--- src/rtl/word_serial_pkg.sv ---
// Shared types and width helpers for the word-framed serial transmitter.
package word_serial_pkg;

  typedef enum logic [1:0] {ST_LOAD, ST_SEND, ST_GAP} state_e;

  // Counter width for a count of n states, kept at least 1 bit wide.
  function automatic int cnt_w(input int n);
    return (n <= 2) ? 1 : $clog2(n);
  endfunction

  function automatic int byte_cnt_w(input int data_w);
    return $clog2(data_w / 8) + 1;
  endfunction

  function automatic int half_period(input int bit_div);
    return bit_div / 2;
  endfunction

endpackage

--- src/rtl/sertx_bit_timer.sv ---
// Bit-period divider with bit-index and gap-bit counters for word_serial_tx.
module sertx_bit_timer
  import word_serial_pkg::*;
#(
  parameter int DATA_W   = 64,
  parameter int BIT_DIV  = 4,
  parameter int GAP_BITS = 2
) (
  input  logic                        clk,
  input  logic                        rst_n,
  input  logic                        send_i,
  input  logic                        gap_i,
  output logic                        bit_tick_o,
  output logic                        last_bit_o,
  output logic                        gap_done_o,
  output logic                        half_nxt_o,
  output logic [cnt_w(DATA_W)-1:0]    idx_nxt_o
);

  localparam int DIV_W = cnt_w(BIT_DIV);
  localparam int IDX_W = cnt_w(DATA_W);
  localparam int GAP_W = cnt_w(GAP_BITS);
  localparam logic [DIV_W-1:0] DIV_LAST = DIV_W'(BIT_DIV - 1);
  localparam logic [DIV_W-1:0] DIV_HALF = DIV_W'(half_period(BIT_DIV));
  localparam logic [IDX_W-1:0] IDX_LAST = IDX_W'(DATA_W - 1);
  localparam logic [GAP_W-1:0] GAP_LAST = GAP_W'((GAP_BITS > 0) ? GAP_BITS - 1 : 0);

  logic [DIV_W-1:0] div_q, div_d;
  logic [IDX_W-1:0] idx_q, idx_d;
  logic [GAP_W-1:0] gap_q, gap_d;

  assign bit_tick_o = (div_q == DIV_LAST);
  assign last_bit_o = send_i && (idx_q == IDX_LAST);
  assign gap_done_o = gap_i && (gap_q == GAP_LAST);

  always_comb begin
    div_d = '0;
    idx_d = '0;
    gap_d = '0;
    if (send_i || gap_i) div_d = bit_tick_o ? '0 : div_q + 1'b1;
    if (send_i) idx_d = bit_tick_o ? ((idx_q == IDX_LAST) ? '0 : idx_q + 1'b1) : idx_q;
    if (gap_i) gap_d = bit_tick_o ? ((gap_q == GAP_LAST) ? '0 : gap_q + 1'b1) : gap_q;
  end

  // Outputs are registered in the top, so it needs the next cycle's phase and index.
  assign half_nxt_o = (div_d >= DIV_HALF);
  assign idx_nxt_o  = idx_d;

  always_ff @(posedge clk) begin
    if (!rst_n) begin
      div_q <= '0;
      idx_q <= '0;
      gap_q <= '0;
    end else begin
      div_q <= div_d;
      idx_q <= idx_d;
      gap_q <= gap_d;
    end
  end

endmodule

--- src/rtl/word_serial_tx.sv ---
// Byte-loaded word serialiser: assembles DATA_W/8 bytes, shifts LSB first with bit clock and frame.
module word_serial_tx
  import word_serial_pkg::*;
#(
  parameter int DATA_W   = 64,
  parameter int BIT_DIV  = 4,
  parameter int GAP_BITS = 2
) (
  input  logic       clk,
  input  logic       rst_n,
  input  logic [7:0] in_data,
  input  logic       in_valid,
  output logic       in_ready,
  output logic       ser_data,
  output logic       ser_clk,
  output logic       ser_frame,
  output logic       busy,
  output logic       word_done
);

  localparam int NB    = DATA_W / 8;
  localparam int CNT_W = byte_cnt_w(DATA_W);
  localparam int IDX_W = cnt_w(DATA_W);
  localparam logic [CNT_W-1:0] CNT_LAST = CNT_W'(NB - 1);

  state_e             state_q;
  logic [CNT_W-1:0]   cnt_q;
  logic [DATA_W-1:0]  word_q, word_d;
  logic               in_ready_q, ser_data_q, ser_clk_q, ser_frame_q, busy_q, word_done_q;
  logic               hs, bit_tick, last_bit, gap_done, half_nxt;
  logic [IDX_W-1:0]   idx_nxt;

  assign hs = in_valid && in_ready_q;

  sertx_bit_timer #(
    .DATA_W   (DATA_W),
    .BIT_DIV  (BIT_DIV),
    .GAP_BITS (GAP_BITS)
  ) u_timer (
    .clk        (clk),
    .rst_n      (rst_n),
    .send_i     (state_q == ST_SEND),
    .gap_i      (state_q == ST_GAP),
    .bit_tick_o (bit_tick),
    .last_bit_o (last_bit),
    .gap_done_o (gap_done),
    .half_nxt_o (half_nxt),
    .idx_nxt_o  (idx_nxt)
  );

  always_comb begin
    word_d = word_q;
    for (int k = 0; k < NB; k++) begin
      if (hs && (cnt_q == CNT_W'(k))) word_d[8*k +: 8] = in_data;
    end
  end

  always_ff @(posedge clk) begin
    if (!rst_n) begin
      state_q     <= ST_LOAD;
      cnt_q       <= '0;
      word_q      <= '0;
      in_ready_q  <= 1'b0;
      ser_data_q  <= 1'b0;
      ser_clk_q   <= 1'b0;
      ser_frame_q <= 1'b0;
      busy_q      <= 1'b0;
      word_done_q <= 1'b0;
    end else begin
      word_q      <= word_d;
      word_done_q <= 1'b0;
      case (state_q)
        ST_LOAD: begin
          in_ready_q <= 1'b1;
          if (hs) begin
            if (cnt_q == CNT_LAST) begin
              // Last byte: bit 0 goes out on the very next cycle.
              cnt_q       <= '0;
              state_q     <= ST_SEND;
              in_ready_q  <= 1'b0;
              ser_data_q  <= word_d[0];
              ser_clk_q   <= 1'b0;
              ser_frame_q <= 1'b1;
              busy_q      <= 1'b1;
            end else begin
              cnt_q <= cnt_q + 1'b1;
            end
          end
        end
        ST_SEND: begin
          if (bit_tick && last_bit) begin
            ser_data_q  <= 1'b0;
            ser_clk_q   <= 1'b0;
            ser_frame_q <= 1'b0;
            word_done_q <= 1'b1;
            if (GAP_BITS == 0) begin
              state_q    <= ST_LOAD;
              busy_q     <= 1'b0;
              in_ready_q <= 1'b1;
            end else begin
              state_q <= ST_GAP;
            end
          end else begin
            ser_data_q <= word_q[idx_nxt];
            ser_clk_q  <= half_nxt;
          end
        end
        ST_GAP: begin
          if (bit_tick && gap_done) begin
            state_q    <= ST_LOAD;
            busy_q     <= 1'b0;
            in_ready_q <= 1'b1;
          end
        end
        default: state_q <= ST_LOAD;
      endcase
    end
  end

  assign in_ready  = in_ready_q;
  assign ser_data  = ser_data_q;
  assign ser_clk   = ser_clk_q;
  assign ser_frame = ser_frame_q;
  assign busy      = busy_q;
  assign word_done = word_done_q;

endmodule
--- config.mk ---
export PLATFORM = sky130hd
export DESIGN_NAME = word_serial_tx
export DESIGN_NICKNAME = d
export VERILOG_FILES = /design/src/rtl/word_serial_pkg.sv /design/src/rtl/sertx_bit_timer.sv /design/src/rtl/word_serial_tx.sv
export SDC_FILE = /design/constraint.sdc
export NUM_CORES = 1
export LEC_CHECK = 0
export BUFFER_PORTS_ARGS = -buffer_cell sky130_fd_sc_hd__buf_2
export CORE_ASPECT_RATIO = 0.7
export CORE_UTILIZATION = 60
export CTS_CLUSTER_SIZE = 25
export DETAILED_ROUTE_END_ITERATION = 12
export PLACE_DENSITY_LB_ADDON = 0.12
export SLEW_MARGIN = 10
export SYNTH_ARGS = -nofsm -noshare
export SYNTH_HDL_FRONTEND = slang
export SYNTH_HIERARCHICAL = 1
export SYNTH_SLANG_ARGS = --single-unit
--- constraint.sdc ---
create_clock -name clk -period 7.9 [get_ports clk]
set_clock_uncertainty 0.1 [all_clocks]
set_input_delay 0.79 -clock clk [delete_from_list [all_inputs] [get_ports clk]]
set_output_delay 0.79 -clock clk [all_outputs]
set_load 0.02 [all_outputs]
==> tab_implementation.tex, run 1 <==
\begin{tabular}{lr}
\hline
Metric & Value \\
\hline
\multicolumn{2}{l}{\textbf{Timing}} \\
\quad Setup TNS & 0 ns \\
\quad Post-Route Hold Slack & 0.3442 ns \\
\quad Final number of max-transition violations & 0 \\
\quad Slew headroom & 0.2952 \\
\quad Top achievable clock speed & 272.2 MHz \\
\quad Hold violation total from the final report & 0 \\
\quad Final setup violating endpoints & 0 \\
\quad Slew at the pin closest to its max-slew limit & 1.056 ns \\
\quad Final Worst Setup Slack & 4.226 ns \\
\quad Share of the cycle needed by the critical path after routing & 0.4650 \\
\quad Final critical path time including I/O delays and setup & 3.674 ns \\
\quad Unrepaired setup endpoints after global routing & false \\
\multicolumn{2}{l}{\textbf{GRT}} \\
\quad GRT Resource Usage Total & 0.2928 \\
\quad Antenna violations before repair & 0 \\
\quad Number of global-route vias before repair & 2995 \\
\quad Total grt overflow & 0 \\
\quad Maximum number of pins on one net before global-route repair & 83 \\
\quad Wire length of the first global-routing pass & 15790 µm \\
\multicolumn{2}{l}{\textbf{Final layout}} \\
\quad Most used cells in the layout excluding fill and tap cells & dfxtp\_1 (85), nand2\_1 (84), nand3\_1 (67) \\
\quad Most frequent standard cell in the layout excluding fill and tap cells & dfxtp\_1 \\
\quad Count of fill cells added during filler insertion & 535 \\
\quad Synth-to-Final Area Change & 5.785\% \\
\quad Number of nets in the layout & 469 \\
\quad Register area & 0.001702 mm² \\
\quad Share of layout cells above drive strength 1 & 0.1116 \\
\quad Number of diodes added for antenna fixing & 0 \\
\quad Post-Layout Cell Count & 548 \\
\quad Area occupied by multi-input gates & 0.002181 mm² \\
\multicolumn{2}{l}{\textbf{Power and ir drop}} \\
\quad Static leakage & 1.442 nW \\
\quad Largest voltage drop on the vdd net & 0.1323 mV \\
\quad PwrDens & 176.2 mW/mm² \\
\multicolumn{2}{l}{\textbf{Clock network}} \\
\quad CTS tree & done \\
\quad Clk pin slew, worst setup/hold paths & 0.08 ns \\
\quad Clk buf depth & 2 \\
\quad Number of clock sinks seen by CTS & 85 \\
\quad Cell at the root of the clock tree & clkbuf\_8 \\
\quad H-tree Lvls & 3 \\
\quad Setup fix buffers added after clock tree synthesis & 0 \\
\quad Insertion delay of the later-clocked pin in the worst-skew pair & 0.36 ns \\
\quad Hold buffer count at cts & 0 \\
\quad Number of instances resized during post-cts repair & 0 \\
\quad Inserted Clock Buffers & 9 \\
\multicolumn{2}{l}{\textbf{Setup path}} \\
\quad FF-to-FF Start & state\_q[0]\$\_SDFFE\_PN0P\_ \\
\quad Endpoint type of the worst setup path & flop \\
\quad Setup Crit Path Kind & flop to flop \\
\quad Depth of the worst register-to-register path & 8 \\
\quad Startpoint kind of the worst setup timing path & flop \\
\quad Required time of the critical path & 8.05 ns \\
\quad CP arrival & 3.82 ns \\
\quad Register-to-register setup slack & 4.23 ns \\
\quad CP max FO & 17 \\
\quad R2R Path End & ser\_data\$\_SDFFE\_PN0P\_ \\
\multicolumn{2}{l}{\textbf{Yosys}} \\
\quad Gate count after technology mapping & 460 \\
\quad Compound-Gate Fraction of Synth Area & 0.1558 \\
\quad Flop and latch count out of synthesis & 85 \\
\quad Sequential share of the synthesized area & 0.4163 \\
\quad Share of cell area taken by muxes after synthesis & 0.1148 \\
\quad Synth Area in Adders & 0.01837 \\
\quad Xor and xnor area share after synthesis & 0.01500 \\
\quad Unique cell type count in the Yosys netlist & 41 \\
\quad Warning count from the yosys run & 6 \\
\quad Post-synthesis simple-gate area fraction & 0.2253 \\
\quad Area of the mapped netlist & 0.004088 mm² \\
\quad Average instance area after synthesis & 8.886 µm² \\
\quad Combinational family with the most area after synthesis & simple AND/OR/NAND/NOR gates \\
\quad Post-synthesis net count & 477 \\
\multicolumn{2}{l}{\textbf{Drt}} \\
\quad Drt pass-1 iters & 5 \\
\quad Via count & 3327 \\
\quad Routed wirelength normalized by instance count & 17.28 µm \\
\quad Routed via count divided by cell count & 6.071 \\
\quad Post-detailed-route DRC marker count & 0 \\
\quad DR iter-0 viols & 305 \\
\quad ANT nets after route & 0 \\
\quad Post-Route WL & 9468 µm \\
\multicolumn{2}{l}{\textbf{Hold path}} \\
\quad Origin of the worst min-delay path & u\_timer/div\_q[0]\$\_SDFF\_PN0\_ \\
\quad Cell depth of the worst min-delay path & 1 \\
\quad Hold endpoint & u\_timer/div\_q[0]\$\_SDFF\_PN0\_ \\
\quad Tightest Hold Check Type & flop to flop \\
\multicolumn{2}{l}{\textbf{Die}} \\
\quad Die outline width & 100.7 µm \\
\quad Core Rows & 24 \\
\quad Die span in y & 71.06 µm \\
\quad Core footprint & 0.006396 mm² \\
\quad Die footprint & 0.007152 mm² \\
\quad IO Pins & 17 \\
\quad Starting density of the core & 0.6391 \\
\multicolumn{2}{l}{\textbf{Run status}} \\
\quad Result of the run & finished, final reports clean \\
\multicolumn{2}{l}{\textbf{Run}} \\
\quad Max-cap violations & 0 \\
\multicolumn{2}{l}{\textbf{Place}} \\
\quad Routability Congestion & 0.8726 \\
\quad HPWL after detailed placement & 6275 µm \\
\quad Number of instances in the placed design & 532 \\
\quad Post-placement setup slack & 4.249 ns \\
\quad Count of buffers from port buffering & 16 \\
\hline
\end{tabular}
## per-layer routing
layer | GRT usage | share of wire | wire [µm]
met1 | 0.4459 | 0.48 | 4542
met2 | 0.4026 | 0.42 | 3936
met3 | 0.07411 | 0.084 | 799
met4 | 0.09501 | 0.020 | 189
met5 | 0 | 0 | 0
## state kept, by name, indices dropped and copies added, names as in the netlist, 2 cells and up
| name | flops |
|---|---|
| state_q | 2 |
| cnt_q | 4 |
| u_timer/idx_q | 6 |
| u_timer/div_q | 2 |
| word_q | 64 |
## metrics by stage
step           area, µm²  total power [mW]  utilization
2_1_floorplan       4088            0.4790            -
3_3_place_gp        4151            0.4934       0.6491
3_5_place_dp        4151            0.4939       0.6491
4_1_cts             4324            0.7673       0.6761
5_1_grt             4324            0.7926       0.6761
6_report            4324            0.7620       0.6761
## cell usage after synthesis
cell type | instances | area share
o21bai_1 | 1 | 0.0018
a32oi_1 | 1 | 0.0021
nand4_2 | 1 | 0.0031
nor2b_1 | 5 | 0.0077
mux2i_1 | 9 | 0.022
a21oi_1 | 8 | 0.0098
xor2_1 | 5 | 0.011
a211o_1 | 1 | 0.0021
nand4b_1 | 1 | 0.0021
a31oi_1 | 2 | 0.0031
buf_1 | 5 | 0.0046
dfxtp_1 | 85 | 0.42
a21boi_0 | 65 | 0.12
nor4_1 | 1 | 0.0015
and2_1 | 6 | 0.0092
nor2_1 | 16 | 0.015
a311oi_1 | 1 | 0.0021
buf_6 | 4 | 0.011
clkbuf_1 | 29 | 0.027
a22o_1 | 1 | 0.0021
nor3_1 | 1 | 0.0012
o21ai_0 | 9 | 0.011
nand3_1 | 67 | 0.082
nand4_1 | 5 | 0.0077
mux4_2 | 11 | 0.061
nor3b_1 | 1 | 0.0018
nand2_1 | 84 | 0.077
and4b_1 | 1 | 0.0024
buf_4 | 1 | 0.0018
nand2b_1 | 1 | 0.0015
nor4b_1 | 2 | 0.0043
or3_1 | 1 | 0.0015
and3_1 | 2 | 0.0031
nor4bb_1 | 1 | 0.0024
o311ai_0 | 1 | 0.0021
mux4_1 | 5 | 0.032
inv_1 | 10 | 0.0092
nand3b_1 | 1 | 0.0018
xnor2_1 | 2 | 0.0043
buf_2 | 1 | 0.0012
ha_1 | 6 | 0.018
## critical path, stage by stage (launching register included)
cell     delay (ns)
dfxtp_1        0.45
nor2b_1        0.51
inv_1          0.24
nor2_2         0.87
mux4_2         0.60
mux2i_1        0.20
mux2i_1        0.10
a22o_1         0.22
a211o_1        0.27
## how the worst max path moves through the flow
stage | from | endpoint | slack [ns]
3_5_place_dp | state_q[0]$_SDFFE_PN0P_ | ser_data$_SDFFE_PN0P_ | 4.25
6_report | state_q[0]$_SDFFE_PN0P_ | ser_data$_SDFFE_PN0P_ | 4.23
4_1_cts | state_q[0]$_SDFFE_PN0P_ | ser_data$_SDFFE_PN0P_ | 4.22
3_3_place_gp | state_q[0]$_SDFFE_PN0P_ | ser_data$_SDFFE_PN0P_ | 4.44
2_1_floorplan | state_q[1]$_SDFFE_PN0P_ | ser_data$_SDFFE_PN0P_ | 5.12
5_1_grt | state_q[0]$_SDFFE_PN0P_ | ser_data$_SDFFE_PN0P_ | 3.95
## cell type report
cell class,count,area share
clock inverter,7,0.01128
clock buffer,9,0.02865
multi-input combinational,325,0.5043
tap,91,0.02633
sequential,85,0.3935
timing repair buffer,21,0.02720
inverter,10,0.008681
## report_power, final
group          total, mW  switching, mW  internal [mW]
Clock              0.277          0.161          0.116
Combinational     0.0480         0.0317         0.0162
Sequential         0.437        0.00357          0.433
Total              0.762          0.197          0.565
## logic make-up after synthesis
kind of cell | after synthesis
AND/OR/NAND/NOR | 197
AO/OA/AOI/OAI | 90
flip-flops | 85
buffers and inverters | 50
multiplexers | 25
XOR/XNOR | 7
adder cells (fa/ha/maj) | 6
(Power assumes the default switching activity.)
==> inputs of run 2 (changes only) <==
==> constraint.sdc (replaced) <==
create_clock -name clk -period 3.85 [get_ports clk]
set_clock_uncertainty 0.1 [all_clocks]
set_input_delay 0.385 -clock clk [delete_from_list [all_inputs] [get_ports clk]]
set_output_delay 0.385 -clock clk [all_outputs]
set_load 0.02 [all_outputs]
==> run 2 against run 1 <==
First-iteration DRC count shrank 29%; critical path type unchanged; power up 110%; flip-flop and latch count did not move; core utilization grew 0.80 points; largest power group unchanged; wire length increased by 3.4%; maximum frequency up 23%; sequential power rose by 110%; register-to-register slack worse by 3.4 ns; clock power up 110%; largest cell class unchanged; design area rose by 1.2%; non-clock buffer count grew 6.
==> tab_implementation.tex, run 2 (synthesized netlist as in run 1, its figures left out) <==
\begin{tabular}{lr}
\hline
Metric & Value \\
\hline
\multicolumn{2}{l}{\textbf{Die}} \\
\quad Die footprint & 0.007152 mm² \\
\quad Starting density of the core & 0.6391 \\
\quad Die span in y & 71.06 µm \\
\quad Core Rows & 24 \\
\quad Die outline width & 100.7 µm \\
\quad IO Pins & 17 \\
\quad Core footprint & 0.006396 mm² \\
\multicolumn{2}{l}{\textbf{Place}} \\
\quad Routability Congestion & 0.8127 \\
\quad HPWL after detailed placement & 6537 µm \\
\quad Post-placement setup slack & 0.9110 ns \\
\quad Count of buffers from port buffering & 16 \\
\multicolumn{2}{l}{\textbf{Setup path}} \\
\quad Endpoint type of the worst setup path & flop \\
\quad Bufs and invs on worst path & 0 \\
\quad Startpoint kind of the worst setup timing path & flop \\
\quad Critical path cell sequence & ha\_1, nand4\_2, xor2\_1, nor2\_1, mux4\_2, mux2i\_1, mux2i\_1, a22o\_1, a211o\_1 \\
\quad Required time of the critical path & 4.01 ns \\
\quad CP arrival & 3.13 ns \\
\quad Slowest cell on the critical path & nor2\_1 \\
\quad CP max FO & 11 \\
\quad Setup Crit Path Kind & flop to flop \\
\quad Critical Path Max Stage Delay & 0.49 ns \\
\quad Top delay family on crit path & multiplexers \\
\quad Critical path's most frequent cell & mux2i\_1 \\
\multicolumn{2}{l}{\textbf{Final layout}} \\
\quad Flip-flop count of the largest register, all copies and words added & 64 \\
\quad Most flop-heavy register & word\_q \\
\quad Top flop regs & word\_q (64), u\_timer/idx\_q (6), cnt\_q (4) \\
\quad Register area & 0.001702 mm² \\
\quad Most used cells in the layout excluding fill and tap cells & dfxtp\_1 (85), nand2\_1 (84), nand3\_1 (67) \\
\quad Most frequent standard cell in the layout excluding fill and tap cells & dfxtp\_1 \\
\quad Core Util, Final & 0.6841 \\
\quad Share of layout cells above drive strength 1 & 0.1188 \\
\quad Area occupied by multi-input gates & 0.002181 mm² \\
\quad Synth-to-Final Area Change & 7.040\% \\
\quad Number of nets in the layout & 475 \\
\quad Number of diodes added for antenna fixing & 0 \\
\quad Count of fill cells added during filler insertion & 532 \\
\multicolumn{2}{l}{\textbf{Clock network}} \\
\quad H-tree Lvls & 3 \\
\quad CTS tree & done \\
\quad Cell at the root of the clock tree & clkbuf\_8 \\
\quad Clk buf depth & 2 \\
\quad Insertion delay of the later-clocked pin in the worst-skew pair & 0.37 ns \\
\quad Hold buffer count at cts & 0 \\
\quad Clk pin slew, worst setup/hold paths & 0.09 ns \\
\quad Number of instances resized during post-cts repair & 0 \\
\quad Number of clock sinks seen by CTS & 85 \\
\quad Setup fix buffers added after clock tree synthesis & 0 \\
\quad Inserted Clock Buffers & 9 \\
\multicolumn{2}{l}{\textbf{Timing}} \\
\quad Setup TNS & 0 ns \\
\quad Slew headroom & 0.5252 \\
\quad Final setup violating endpoints & 0 \\
\quad Final number of max-transition violations & 0 \\
\quad Top achievable clock speed & 336.1 MHz \\
\quad Hold violation total from the final report & 0 \\
\quad Final Worst Setup Slack & 0.8748 ns \\
\quad Share of the cycle needed by the critical path after routing & 0.7728 \\
\quad Unrepaired setup endpoints after global routing & false \\
\quad Slew at the pin closest to its max-slew limit & 0.7067 ns \\
\quad Final critical path time including I/O delays and setup & 2.975 ns \\
\multicolumn{2}{l}{\textbf{Drt}} \\
\quad Routed via count divided by cell count & 6.018 \\
\quad DR iter-0 viols & 218 \\
\quad Via count & 3334 \\
\quad Routed wirelength normalized by instance count & 17.67 µm \\
\quad Drt pass-1 iters & 4 \\
\quad Post-Route WL & 9790 µm \\
\quad Post-detailed-route DRC marker count & 0 \\
\quad ANT nets after route & 0 \\
\multicolumn{2}{l}{\textbf{GRT}} \\
\quad Wire length of the first global-routing pass & 16580 µm \\
\quad Total grt overflow & 0 \\
\quad Antenna violations before repair & 0 \\
\quad Number of global-route vias before repair & 3273 \\
\quad GRT Resource Usage Total & 0.3096 \\
\quad Maximum number of pins on one net before global-route repair & 58 \\
\multicolumn{2}{l}{\textbf{Power and ir drop}} \\
\quad Static leakage & 1.469 nW \\
\quad PwrDens & 360.7 mW/mm² \\
\quad Largest voltage drop on the vdd net & 0.2407 mV \\
\multicolumn{2}{l}{\textbf{Run status}} \\
\quad Result of the run & finished, final reports clean \\
\multicolumn{2}{l}{\textbf{Run}} \\
\quad Max-cap violations & 0 \\
\multicolumn{2}{l}{\textbf{Hold path}} \\
\quad Tightest Hold Check Type & input port to flop \\
\hline
\end{tabular}
-- run 2: cell types whose count changed in the layout (fill, tap and decap cells not counted), sizes merged --
cell,previous run,this run
buf,21,27
clkbuf,9,13
clkinv,3,1
inv,13,10
clkinvlp,1,2
-- run 2: stage by stage --
step	cells	hold slack [ns]	power, mW	cell area (µm²)
after floorplan	460	0.3078	0.9829	4088
after global placement	538	0.3139	1.014	4197
after detailed placement	538	0.3316	1.014	4197
after CTS	554	0.2741	1.590	4375
after global routing	554	0.2718	1.637	4375
final	554	0.2900	1.578	4375
-- run 2: worst paths after layout --
kind | start | endpoint | slack [ns] | depth (start not counted)
worst max-delay path | u_timer/div_q[0]$_SDFF_PN0_ | ser_data$_SDFFE_PN0P_ | 0.87 | 9
worst min-delay path | in_data[3] | word_q[43]$_SDFFE_PN0P_ | 0.29 | 3
worst max register to register | u_timer/div_q[0]$_SDFF_PN0_ | ser_data$_SDFFE_PN0P_ | 0.87 | 9
worst min register to register | u_timer/div_q[0]$_SDFF_PN0_ | u_timer/div_q[0]$_SDFF_PN0_ | 0.34 | 1
-- run 2: where the power goes --
part / switching (mW) / internal [mW] / total, mW
clock: 0.314 / 0.269 / 0.583
combinational: 0.0647 / 0.0341 / 0.0988
sequential: 0.00724 / 0.889 / 0.896
-- run 2: worst min-delay path, delay by kind of cell --
kind	cells	cell delay, ns
buf+inv	1	0.17
simple gates	1	0.08
compound gates	1	0.07
-- run 2: final cells by class --
class	instances	area share
Inverter	10	0.008579
Multi-Input combinational cell	325	0.4984
Timing Repair Buffer	27	0.03717
Sequential cell	85	0.3889
Tap cell	91	0.02602
Clock buffer	13	0.03632
Clock inverter	3	0.004575
-- run 2: per-layer routing --
layer	up-vias	wire [µm]	track usage
li1	1603	-	-
met1	1598	4380	0.4228
met2	126	4410	0.4635
met3	7	909	0.1077
met4	0	89	0.09823
met5	-	0	0
